===== src/rtl/wakeup_isq.sv =====
// Issue queue with tag-broadcast wakeup, age-matrix oldest-first select and
// ROB-id based flush of younger entries.
module wakeup_isq #(
    parameter int DEPTH       = 8,
    parameter int DATA_WIDTH  = 64,
    parameter int PREG_WIDTH  = 6,
    parameter int ROBID_WIDTH = 7,
    parameter int NUM_WB      = 2
) (
    input  logic                                clock,
    input  logic                                reset,
    input  logic                                enq_valid,
    output logic                                enq_ready,
    input  logic [DATA_WIDTH-1:0]               enq_data,
    input  logic [ROBID_WIDTH-1:0]              enq_robid,
    input  logic [PREG_WIDTH-1:0]               enq_prs1,
    input  logic [PREG_WIDTH-1:0]               enq_prs2,
    input  logic                                enq_rdy1,
    input  logic                                enq_rdy2,
    output logic                                deq_valid,
    input  logic                                deq_ready,
    output logic [DATA_WIDTH-1:0]               deq_data,
    output logic [ROBID_WIDTH-1:0]              deq_robid,
    input  logic [NUM_WB-1:0]                   wb_valid,
    input  logic [NUM_WB-1:0][PREG_WIDTH-1:0]   wb_prd,
    input  logic                                flush_valid,
    input  logic [ROBID_WIDTH-1:0]              flush_robid,
    output logic [$clog2(DEPTH):0]              count
);
    localparam int CW = $clog2(DEPTH) + 1;
    localparam int IW = ROBID_WIDTH - 1;

    logic [DEPTH-1:0]       valid_reg;
    logic [DEPTH-1:0]       valid_next;
    logic [DEPTH-1:0]       elig;
    logic [DEPTH-1:0]       sel_oh;
    logic [DEPTH-1:0]       free_vec;
    logic [DEPTH-1:0]       enq_oh;
    logic [DATA_WIDTH-1:0]  data_reg  [DEPTH];
    logic [ROBID_WIDTH-1:0] robid_reg [DEPTH];
    logic [PREG_WIDTH-1:0]  prs1_reg  [DEPTH];
    logic [PREG_WIDTH-1:0]  prs2_reg  [DEPTH];
    logic                   rdy1_reg  [DEPTH];
    logic                   rdy2_reg  [DEPTH];
    // older_reg[j][i] set means entry j was enqueued before entry i
    logic [DEPTH-1:0]       older_reg [DEPTH];
    logic [CW-1:0]          count_reg;
    logic [CW-1:0]          count_next;
    logic                   enq_fire;
    logic                   deq_fire;
    logic                   enq_wake1;
    logic                   enq_wake2;

    function automatic logic is_younger(input logic [ROBID_WIDTH-1:0] a,
                                        input logic [ROBID_WIDTH-1:0] b);
        if (a[ROBID_WIDTH-1] == b[ROBID_WIDTH-1])
            return a[IW-1:0] > b[IW-1:0];
        return a[IW-1:0] < b[IW-1:0];
    endfunction

    assign count     = count_reg;
    assign enq_ready = (count_reg < CW'(DEPTH)) && !flush_valid;
    assign enq_fire  = enq_valid && enq_ready;
    assign free_vec  = ~valid_reg;
    assign enq_oh    = free_vec & (~free_vec + DEPTH'(1));
    assign deq_valid = (|elig) && !flush_valid;
    assign deq_fire  = deq_valid && deq_ready;

    // Bypass: an entry being written also catches wakeups broadcast this cycle
    always_comb begin
        enq_wake1 = 1'b0;
        enq_wake2 = 1'b0;
        for (int p = 0; p < NUM_WB; p++) begin
            if (wb_valid[p] && (wb_prd[p] == enq_prs1)) enq_wake1 = 1'b1;
            if (wb_valid[p] && (wb_prd[p] == enq_prs2)) enq_wake2 = 1'b1;
        end
    end

    genvar gi;
    generate
        for (gi = 0; gi < DEPTH; gi++) begin : g_entry
            logic wake1;
            logic wake2;
            logic blocked;
            logic enq_hit;
            logic deq_hit;
            logic flush_hit;

            always_comb begin
                wake1 = 1'b0;
                wake2 = 1'b0;
                for (int p = 0; p < NUM_WB; p++) begin
                    if (wb_valid[p] && (wb_prd[p] == prs1_reg[gi])) wake1 = 1'b1;
                    if (wb_valid[p] && (wb_prd[p] == prs2_reg[gi])) wake2 = 1'b1;
                end
            end

            always_comb begin
                blocked = 1'b0;
                for (int j = 0; j < DEPTH; j++) begin
                    if (elig[j] && older_reg[j][gi]) blocked = 1'b1;
                end
            end

            assign elig[gi]       = valid_reg[gi] && rdy1_reg[gi] && rdy2_reg[gi];
            assign sel_oh[gi]     = elig[gi] && !blocked;
            assign enq_hit        = enq_fire && enq_oh[gi];
            assign deq_hit        = deq_fire && sel_oh[gi];
            assign flush_hit      = flush_valid && is_younger(robid_reg[gi], flush_robid);
            assign valid_next[gi] = enq_hit || (valid_reg[gi] && !deq_hit && !flush_hit);

            always_ff @(posedge clock) begin
                if (reset) begin
                    rdy1_reg[gi]  <= 1'b0;
                    rdy2_reg[gi]  <= 1'b0;
                    older_reg[gi] <= '0;
                end else if (enq_hit) begin
                    data_reg[gi]  <= enq_data;
                    robid_reg[gi] <= enq_robid;
                    prs1_reg[gi]  <= enq_prs1;
                    prs2_reg[gi]  <= enq_prs2;
                    rdy1_reg[gi]  <= enq_rdy1 || enq_wake1;
                    rdy2_reg[gi]  <= enq_rdy2 || enq_wake2;
                    older_reg[gi] <= '0;
                end else begin
                    if (wake1) rdy1_reg[gi] <= 1'b1;
                    if (wake2) rdy2_reg[gi] <= 1'b1;
                    if (enq_fire) older_reg[gi] <= older_reg[gi] | enq_oh;
                end
            end
        end
    endgenerate

    always_comb begin
        deq_data  = '0;
        deq_robid = '0;
        for (int i = 0; i < DEPTH; i++) begin
            if (sel_oh[i]) begin
                deq_data  = deq_data | data_reg[i];
                deq_robid = deq_robid | robid_reg[i];
            end
        end
    end

    assign count_next = CW'($countones(valid_next));

    always_ff @(posedge clock) begin
        if (reset) begin
            valid_reg <= '0;
            count_reg <= '0;
        end else begin
            valid_reg <= valid_next;
            count_reg <= count_next;
        end
    end
endmodule

===== config.mk =====
export PLATFORM = sky130hd
export DESIGN_NAME = wakeup_isq
export DESIGN_NICKNAME = d
export VERILOG_FILES = /design/src/rtl/wakeup_isq.sv
export SDC_FILE = /design/constraint.sdc
export NUM_CORES = 1
export LEC_CHECK = 0
export ABC_CLOCK_PERIOD_IN_PS = 12600
export BUFFER_PORTS_ARGS = -buffer_cell sky130_fd_sc_hd__buf_4
export CAP_MARGIN = 10
export CELL_PAD_IN_SITES_DETAIL_PLACEMENT = 1
export CELL_PAD_IN_SITES_GLOBAL_PLACEMENT = 1
export CORE_MARGIN = 2
export CORE_UTILIZATION = 57
export CTS_BUF_LIST = sky130_fd_sc_hd__clkbuf_4
export DETAILED_ROUTE_END_ITERATION = 10
export GPL_TIMING_DRIVEN = 0
export PLACE_DENSITY_LB_ADDON = 0.12
export SYNTH_ARGS = -nofsm -noshare
export SYNTH_HDL_FRONTEND = slang
export SYNTH_SLANG_ARGS = --single-unit

===== constraint.sdc =====
create_clock -name clock -period 12.6 [get_ports clock]
set_input_delay 0.63 -clock clock [delete_from_list [all_inputs] [get_ports clock]]
set_output_delay 0.63 -clock clock [all_outputs]
set_load 0.01 [all_outputs]

-- Yosys cells after proc, flatten, opt, wreduce, memory -nomap -nowiden
Memory sizes are Yosys's and may differ from the RTL's.
Cells that the tools add are included.
- bits in registers: 12
- bits in writable memories: 744
- input port bits: 111
- output and inout port bits: 77
- logic and storage cells: 770
- memories kept: 7
- memory list (name ; words ; width ; read ports ; clocked after memory_dff ; wr ports ; RTL line ; RTL):
    data_reg ; 8 ; 64 ; 8 ; 0 ; 1 ; 39 ; logic [DATA_WIDTH-1:0] data_reg [DEPTH];
    older_reg ; 8 ; 8 ; 8 ; 0 ; 8 ; 46 ; logic [DEPTH-1:0] older_reg [DEPTH];
    robid_reg ; 8 ; 7 ; 8 ; 0 ; 1 ; 40 ; logic [ROBID_WIDTH-1:0] robid_reg [DEPTH];
    prs1_reg ; 8 ; 6 ; 8 ; 0 ; 1 ; 41 ; logic [PREG_WIDTH-1:0] prs1_reg [DEPTH];
    prs2_reg ; 8 ; 6 ; 8 ; 0 ; 1 ; 42 ; logic [PREG_WIDTH-1:0] prs2_reg [DEPTH];
    rdy1_reg ; 8 ; 1 ; 8 ; 0 ; 8 ; 43 ; logic rdy1_reg [DEPTH];
    1 more memories ; -- ; -- ; -- ; -- ; -- ; -- ;
- $add $sub $neg: 8
- $lt $le $gt $ge: 17
- eq/ne operators: 44
- muxes and demuxes: 387
- bitwise operators: 73
- reduce and logical (&&, ||, !) cells: 232
- operators with widths (cell ; number):
    $mux 64 ; 15
    $or 64x64->64 ; 7
    $reduce_or 64->1 ; 7
    $mux 1 ; 299
    $eq 6x6->1 ; 36
    $logic_and 1x1->1 ; 168
    $mux 8 ; 16
    $mux 7 ; 15
    $mux 3 ; 28
    $mux 6 ; 14
    $reduce_or 6->1 ; 14
    $or 8x8->8 ; 8
    $or 7x7->7 ; 7
    $reduce_or 7->1 ; 7
    $gt 6x6->1 ; 8
    $lt 6x6->1 ; 8
    $or 1x1->1 ; 48
    $logic_not 1->1 ; 25
    $not 8->8 ; 2
    $logic_or 1x1->1 ; 10
    $add 1x1->2 ; 4
    $add 8x1->8 const B ; 1
    $and 8x8->8 ; 1
    $eq 1x1->1 ; 8
    4 further kinds ; 5

-- Logic depth before layout (Yosys ltp)
Gate-level depths: netlist of the first run.
- depth after elaboration: 28
- mapped depth: 16

-- Worst setup path before layout of the first run
Ideal clock, no wire load.
- path type: input -> register
- start: in flush_valid
- end: mem data_reg[2][0], in the netlist data_reg[0][128], enable pin
- data arrival time: 7149 ps
- required time: 11974 ps
- slack: 4824 ps
- stages on the path: 6
- path buffers: 2
- cell sequence: nor2_1 -> and2_1 -> nand2b_1 -> clkbuf_1 -> clkbuf_1 -> nor3_1
- longest elaborated chain between the ends: 15
- elaborated cells on any way between the ends: 56
- classes of those cells: mux (38); reduce/logical (18)
- RTL lines (element ; RTL line ; RTL):
    start: declaration ; 26 ; input logic flush_valid,
    $logic_not 1->1 * ; 62 ; assign enq_ready = (count_reg < CW'(DEPTH)) && !flush_valid;
    $logic_and 1x1->1 * ; 62 ;
    $logic_and 1x1->1 * ; 63 ; assign enq_fire = enq_valid && enq_ready;
    $logic_and 1x1->1 ; 107 ; assign enq_hit = enq_fire && enq_oh[gi];
    $mux 1 ; 117 ; end else if (enq_hit) begin
    $mux 1 ; 113 ; if (reset) begin
    $mux 1 (not written as such) ; 118 ; data_reg[gi] <= enq_data;
    $reduce_or 64->1 (no source line) ; -- ;
    $mux 3 (no source line) or $mux 1 (tied branches) (7 in series) ; -- ;
    end: declaration ; 39 ;
Mark *: on every way between the ends. The rest lies on a longest branch, timed or not.

-- Worst setup path after layout of the first run
- start: reg valid_reg[1]
- end: out deq_robid[4]
- longest elaborated chain between the ends: 27
- elaborated cells on any way between the ends: 97
- classes of those cells: mux (64); bitwise (7); reduce/logical (26)
- RTL lines (element ; RTL line ; RTL):
    start: declaration ; 33 ; logic [DEPTH-1:0] valid_reg;
    start signal: assignment ; 152 ; valid_reg <= valid_next;
    $logic_and 1x1->1 * (2 in series) ; 105 ; assign elig[gi] = valid_reg[gi] && rdy1_reg[gi] && rdy2_reg[gi];
    $logic_and 1x1->1 ; 101 ; if (elig[j] && older_reg[j][gi]) blocked = 1'b1;
    $mux 1 (7 in series) ; 101 ;
    $logic_not 1->1 ; 106 ; assign sel_oh[gi] = elig[gi] && !blocked;
    $logic_and 1x1->1 ; 106 ;
    $mux 7 ; 138 ; if (sel_oh[i]) begin
    $or 7x7->7 ; 140 ; deq_robid = deq_robid | robid_reg[i];
    $mux 7 ; 138 ;
    (+4 left out) ; -- ;
    $or 7x7->7 ; 140 ;
    $mux 7 ; 138 ;
    $or 7x7->7 ; 140 ;
    $mux 7 ; 138 ;
    $or 7x7->7 ; 140 ;
    $mux 7 ; 138 ;
    $or 7x7->7 ; 140 ;
    $mux 7 * ; 138 ;
    end: declaration ; 23 ; output logic [ROBID_WIDTH-1:0] deq_robid,
Marks and branches as above.

==> results of run 1 <==
## power groups by stage
stage                     registers [W]  clock network (W)  logic [W]
after floorplan                 0.00286                  0   0.000105
after detailed placement        0.00286                  0   0.000216
after global placement          0.00286                  0   0.000196
after CTS                       0.00281            0.00209   0.000244
final                           0.00281            0.00219   0.000258
after global routing            0.00281            0.00229   0.000269
## layer usage
metal	share of wire [%]	vias to the layer above
met3	11	574
met2	48	2088
met1	35	12700
met5	0.066	-
li1	-	10100
met4	6.4	12
## what timing repair did
item | CTS | global route
hold buffers | 85 | 0
gates resized for setup | 0 | 0
hold endpoints to repair | 666 | 0
## how the worst min path moves through the flow
stage	to	startpoint
floorplan	older_reg[1][13]$_SDFFCE_PN0P_	older_reg[1][13]$_SDFFCE_PN0P_
global placement	older_reg[0][18]$_SDFFCE_PN0P_	older_reg[0][18]$_SDFFCE_PN0P_
detailed placement	older_reg[0][18]$_SDFFCE_PN0P_	older_reg[0][18]$_SDFFCE_PN0P_
CTS	valid_reg[0]$_SDFF_PP0_	deq_ready
global route	valid_reg[0]$_SDFF_PP0_	deq_ready
finish	valid_reg[0]$_SDFF_PP0_	deq_ready
## worst max-delay path: cells and delay by family, from the launching register on
kind | cells | cell delay [ns]
flops | 1 | 0.49
buf+inv | 3 | 1.16
compound gates | 1 | 1.03
simple gates | 4 | 1.29
## cells in the mapped netlist (all sizes together) (3+ instances only)
cell type  count
nand4         94
and4b          5
dfxtp         12
a21o           5
mux2           3
fa             4
a22oi        142
xnor2        109
and4           3
or3            3
and3           8
a2111oi       73
o21ai          4
mux2i          5
o21a          46
o22ai          5
nor2b         16
clkbuf        73
xor2         116
buf           59
a31oi          4
and2          13
nand2         32
or2           13
nand3         78
a211oi        17
nor3b          6
edfxtp       744
nor3         252
a211o          3
nor2          61
a22o           4
nand2b         7
ha            51
a21oi         15
nor4          38
o211ai         4
inv          238
o31ai          4
a221oi         3
## cell families after synthesis
group,count (synthesis),share of synthesized area [%]
buffers and inverters,370,4.48
and+or+nand+nor,632,10.3
muxes,8,0.255
adders and majority gates,55,2.19
AOI/OAI and AO/OA,337,8.01
xor gates and xnor gates,225,6.00
DFF,756,68.8
## metrics by stage
step	hold slack, ns	cell area [um2]
final	0.171	38900
after global placement	0.538	35100
after detailed placement	0.541	35700
after floorplan	0.514	32800
after global routing	0.162	38900
after CTS	0.0400	38900
## final cells by class
| cell class | count | area, um2 | area share (%) |
|---|---|---|---|
| multi-input combinational | 1257 | 8840 | 22.7 |
| clock inverter | 43 | 260 | 0.669 |
| sequential | 756 | 22600 | 58.0 |
| timing repair buffer | 296 | 2750 | 7.05 |
| clock buffer | 275 | 2060 | 5.30 |
| antenna | 8 | 20.0 | 0.0514 |
| buffer | 132 | 578 | 1.48 |
| inverter | 238 | 893 | 2.29 |
| tap | 756 | 946 | 2.43 |
==> impl_results.md, run 1 <==
* Status: finished, final reports clean
* Antenna-violating nets left at 0
* Vias at 25500
* Die Span Y at 244 um
* Syn_nets at 2549
* Reg power frac at 53.5%
* Clock slew at reported path FFs at 0.07 ns
* TritonCTS buffer count at 191
* CTS tree: yes
* Final setup fails at 0
* Clk buf depth at 3
* Initial Utilization at 57.9%
* Skew final at 0.0552 ns
* Final setup TNS at 0 ns
* Routed vias/inst at 6.78
* CP Cell Sequence: buf_2 -> nand4_1 -> nand4_1 -> clkbuf_1 -> nor3_1 -> a2111oi_0 -> nand3_1 -> buf_4
* Sinks on Clock Net at 756
* Most frequent cells in the layout: 744 x edfxtp_1, 275 x clkbuf_4, 247 x nor3_1
* Fillers at 5358
* FFs w/ async S/R, synth at 0%
* Register area share after synthesis at 68.8%
* Critical path peak fanout at 10
* Critical path class: flip-flop to output pin
* Leak Pwr at 14.2 nW
* Reg-to-reg slack, setup at 7.25 ns
* H-tree Lvls at 4
* # rows at 87
* Comb power frac at 4.9%
* IO Count at 188
* Final core occ at 68.6%
* Die area at 59500 um2
* Tmin final at 5.67 ns
* Critical Path Sink: deq_robid[4]
* GRT busiest layer: met2
* Crit-path most repeated cell: nand4_1
* Grt ovf at 0
* Post-detail-place hpwl at 72100 um
* Slowest CP cell: a2111oi_0
* Crit. End Element: output pin
* Largest register FFs at 512
* Switch share at 25.4%
* Violation count after the first detailed-route iteration at 3150
* Mean Syn Cell Area at 13.8 um2
* P&R area growth vs syn at 18.5%
* Fin worst setup slack at 6.93 ns
* Pwr/cell area at 135 nW/um2
* RSZ-0062 raised after global routing: false
* Total power at 0.00525 W
* Commonest register cell after synthesis: edfxtp_1
* GR Util met2 at 67.9%
* Dpl cells at 3350
* Netlist cell types at 59
* Post-CTS setup buffers at 0
* Slew @ Worst Pin at 1.39 ns
* IO Port Bufs at 172
* Most common cell after layout, fill and taps aside: edfxtp_1
* Hold Fails Final Rpt at 0
* Total track usage at 41.8%
* Worst EP required at 11.97 ns
* Setup crit start kind: flip-flop
* Largest net degree at the start of global routing at 51
* Wirelength per Cell at 32.8 um
* Met3 Use GR at 10.2%
* Final WL at 123000 um
* Number of flops mapped to enable cells by yosys at 744
* Max frequency at 0.176 GHz
* HP Class: input pin to flip-flop
* Switch Pwr at 0.00134 W
* First-pass GRT wire length at 181000 um
* GR Util met1 at 50.4%
* R2r endpoint: count[2]$_SDFF_PP0_
* Die Width at 244 um
* Peak supply drop at 98.9 uV
* Final period utilization at 45.0%
* R2r startpoint: valid_reg[1]$_SDFF_PP0_
* Synth Instances at 2383
* Vias in the first global route at 27500
* Synth Warn # at 0
* Drc violations at 0
* Initial antenna violation count at 9
* RD Place Congestion at 0.926
* Crit path largest cell delay at 1.03 ns
* Synthesized flop and latch total at 756
* Fraction of layout cells with a size suffix above 1 at 19.9%
* Drt first pass iters at 6
* Worst hold path stage count at 4
* Finished Layout Cells at 3761
* Max Cap Viol at 0
* Mapped cell area at 32800 um2
* Int Pwr at 0.00392 W
* Area leader, netlist: edfxtp_1
* Arr. time, crit path at 5.04 ns
* DP Worst Slack at 7.37 ns
* Relative slew slack at 7.46%
* Core box area at 56700 um2
* FF-to-FF path depth at 14
* CP Launch Point: valid_reg[1]$_SDFF_PP0_
* Top post-synthesis cells by area: edfxtp_1 68%, nor3_1 3.8%, a22oi_1 3.2%, xor2_1 3.1%, xnor2_1 2.9%
* Root Buffer: clkbuf_4
* Post-layout nets at 3038
* Slew Limit Fails at 0
* Clock share of power at 41.6%
* Post-synth top area share at 68.0%
* Clk_lat worst skew at 1.08 ns
Note: power is estimated with default switching activity, not from simulation.
==> run 2, diff against run 1 <==
ABC_CLOCK_PERIOD_IN_PS = 4800   (was 12600)
CORE_UTILIZATION = 48   (was 57)
clock period = 4.8 ns   (was 12.6 ns; I/O delays follow)
==> impl_results.md, run 2 (synthesized netlist as in run 1, its figures left out) <==
* Largest register FFs at 512
* Initial antenna violation count at 9
* Slew Limit Fails at 0
* Initial Utilization at 48.7%
* IO Count at 188
* Final WL at 106000 um
* Hold Fails Final Rpt at 0
* Area occupied by multi-input gates at 8920 um2
* H-tree Lvls at 4
* Total track usage at 30.5%
* IO Port Bufs at 172
* GRT busiest layer: met2
* P&R area growth vs syn at 23.8%
* Setup crit start kind: flip-flop
* First-pass GRT wire length at 159000 um
* Crit-path most repeated cell: fa_1
* Clk_lat worst skew at 1.06 ns
* Status: finished, final reports clean
* Critical path peak fanout at 5
* Crit. End Element: flip-flop
* RSZ-0062 raised after global routing: false
* Pwr/cell area at 337 nW/um2
* Routed vias/inst at 5.86
* Drt first pass iters at 5
* Leak Pwr at 14.9 nW
* Fin worst setup slack at 0.143 ns
* Most frequent cells in the layout: 744 x edfxtp_1, 289 x clkbuf_4, 247 x nor3_1
* Core box area at 67400 um2
* Final setup TNS at 0 ns
* Largest net degree at the start of global routing at 51
* Total power at 0.0137 W
* CP Cell Sequence: and3_4 -> or4_4 -> o211ai_4 -> nor2b_1 -> or3_1 -> fa_1 -> fa_1 -> fa_1 -> inv_1 -> ha_2 -> inv_1 -> fa_2 -> nor2_1
* TritonCTS buffer count at 197
* Vias in the first global route at 25500
* Die area at 70500 um2
* Fillers at 6587
* Peak supply drop at 214 uV
* Clk buf depth at 3
* Final setup fails at 0
* Worst EP required at 5.69 ns
* Violation count after the first detailed-route iteration at 2053
* Clock slew at reported path FFs at 0.06 ns
* Slew @ Worst Pin at 1.15 ns
* DP Worst Slack at -0.369 ns
* Final period utilization at 97.0%
* Max Cap Viol at 0
* Max frequency at 0.215 GHz
* Skew final at 0.0870 ns
* Post-layout nets at 3157
* RD Place Congestion at 0.880
* CTS tree: yes
* Die Span Y at 266 um
* Slowest CP cell: fa_1
* Most common cell after layout, fill and taps aside: edfxtp_1
* Die Width at 266 um
* Placed inst area at 36000 um2
* Grt ovf at 0
* Drc violations at 0
* Tmin final at 4.66 ns
* Root Buffer: clkbuf_4
* Fraction of layout cells with a size suffix above 1 at 20.2%
* Crit path largest cell delay at 0.60 ns
* Sinks on Clock Net at 756
* Design Area, Final at 40700 um2
* Vias at 23600
* Relative slew slack at 22.9%
* Critical path class: flip-flop to flip-flop
* Post-detail-place hpwl at 69400 um
* # rows at 95
* GR Util met1 at 40.6%
* GR Util met2 at 50.1%
* Met3 Use GR at 5.87%
* Wirelength per Cell at 26.5 um
* HP Class: input pin to flip-flop
* Arr. time, crit path at 5.54 ns
* Antenna-violating nets left at 0
* Register Area at 22600 um2
-- run 2: power breakdown --
part	internal (W)	switching [W]
clock	0.00287	0.00276
combinational	0.000300	0.000412
sequential	0.00732	0.0000460
total	0.0105	0.00322
-- run 2: final timing paths --
check                                   endpoint  slack (ns)                            from  depth (start not counted)
setup reg to reg             count[1]$_SDFF_PP0_        0.14        rdy2_reg[1][3]$_DFFE_PP_                         13
setup / recovery             count[1]$_SDFF_PP0_        0.14        rdy2_reg[1][3]$_DFFE_PP_                         13
hold reg to reg   older_reg[0][27]$_SDFFCE_PN0P_        0.56  older_reg[0][27]$_SDFFCE_PN0P_                          1
hold / removal          rdy1_reg[1][2]$_DFFE_PP_        0.12                      wb_prd[10]                          5
-- run 2: timing repair --
action,4_1_cts,5_1_grt
setup endpoints to repair,17,11
pin swaps,6,4
setup buffers,13,9
hold endpoints to repair,711,0
hold buffers,184,0
resized for setup,10,13
gates cloned,0,0
-- run 2: metal layers --
metal	wire length, um	up-vias
li1	-	10400
met1	44700	12000
met2	52000	975
met3	6810	205
met4	2850	14
met5	84	-
-- run 2: worst max-delay path: cells and delay by family, from the launching register on --
kind                     cells  cell delay (ns)
adder cells (fa/ha/maj)      5             2.28
flip-flops                   1             0.50
AO/OA/AOI/OAI                1             0.24
buffers and inverters        2             0.13
AND/OR/NAND/NOR              5             1.38
-- run 2: area by class of cell --
cell class                 instances  area share (%)
buffer                           131            1.44
multi-input combinational       1257            21.9
antenna                            1         0.00615
clock buffer                     287            5.30
timing repair buffer             410            10.0
clock inverter                    69           0.898
tap                              873            2.69
inverter                         238            2.20
sequential                       756            55.5
-- run 2: per-stage QoR --
step / hold slack, ns / utilization, % / instances
floorplan: 0.336 / - / 2383
global placement: 0.467 / 52.3 / 3428
detailed placement: 0.476 / 53.5 / 3460
CTS: 0.00376 / 60.2 / 4013
global route: 0.0774 / 60.3 / 4022
finish: 0.120 / 60.3 / 4022
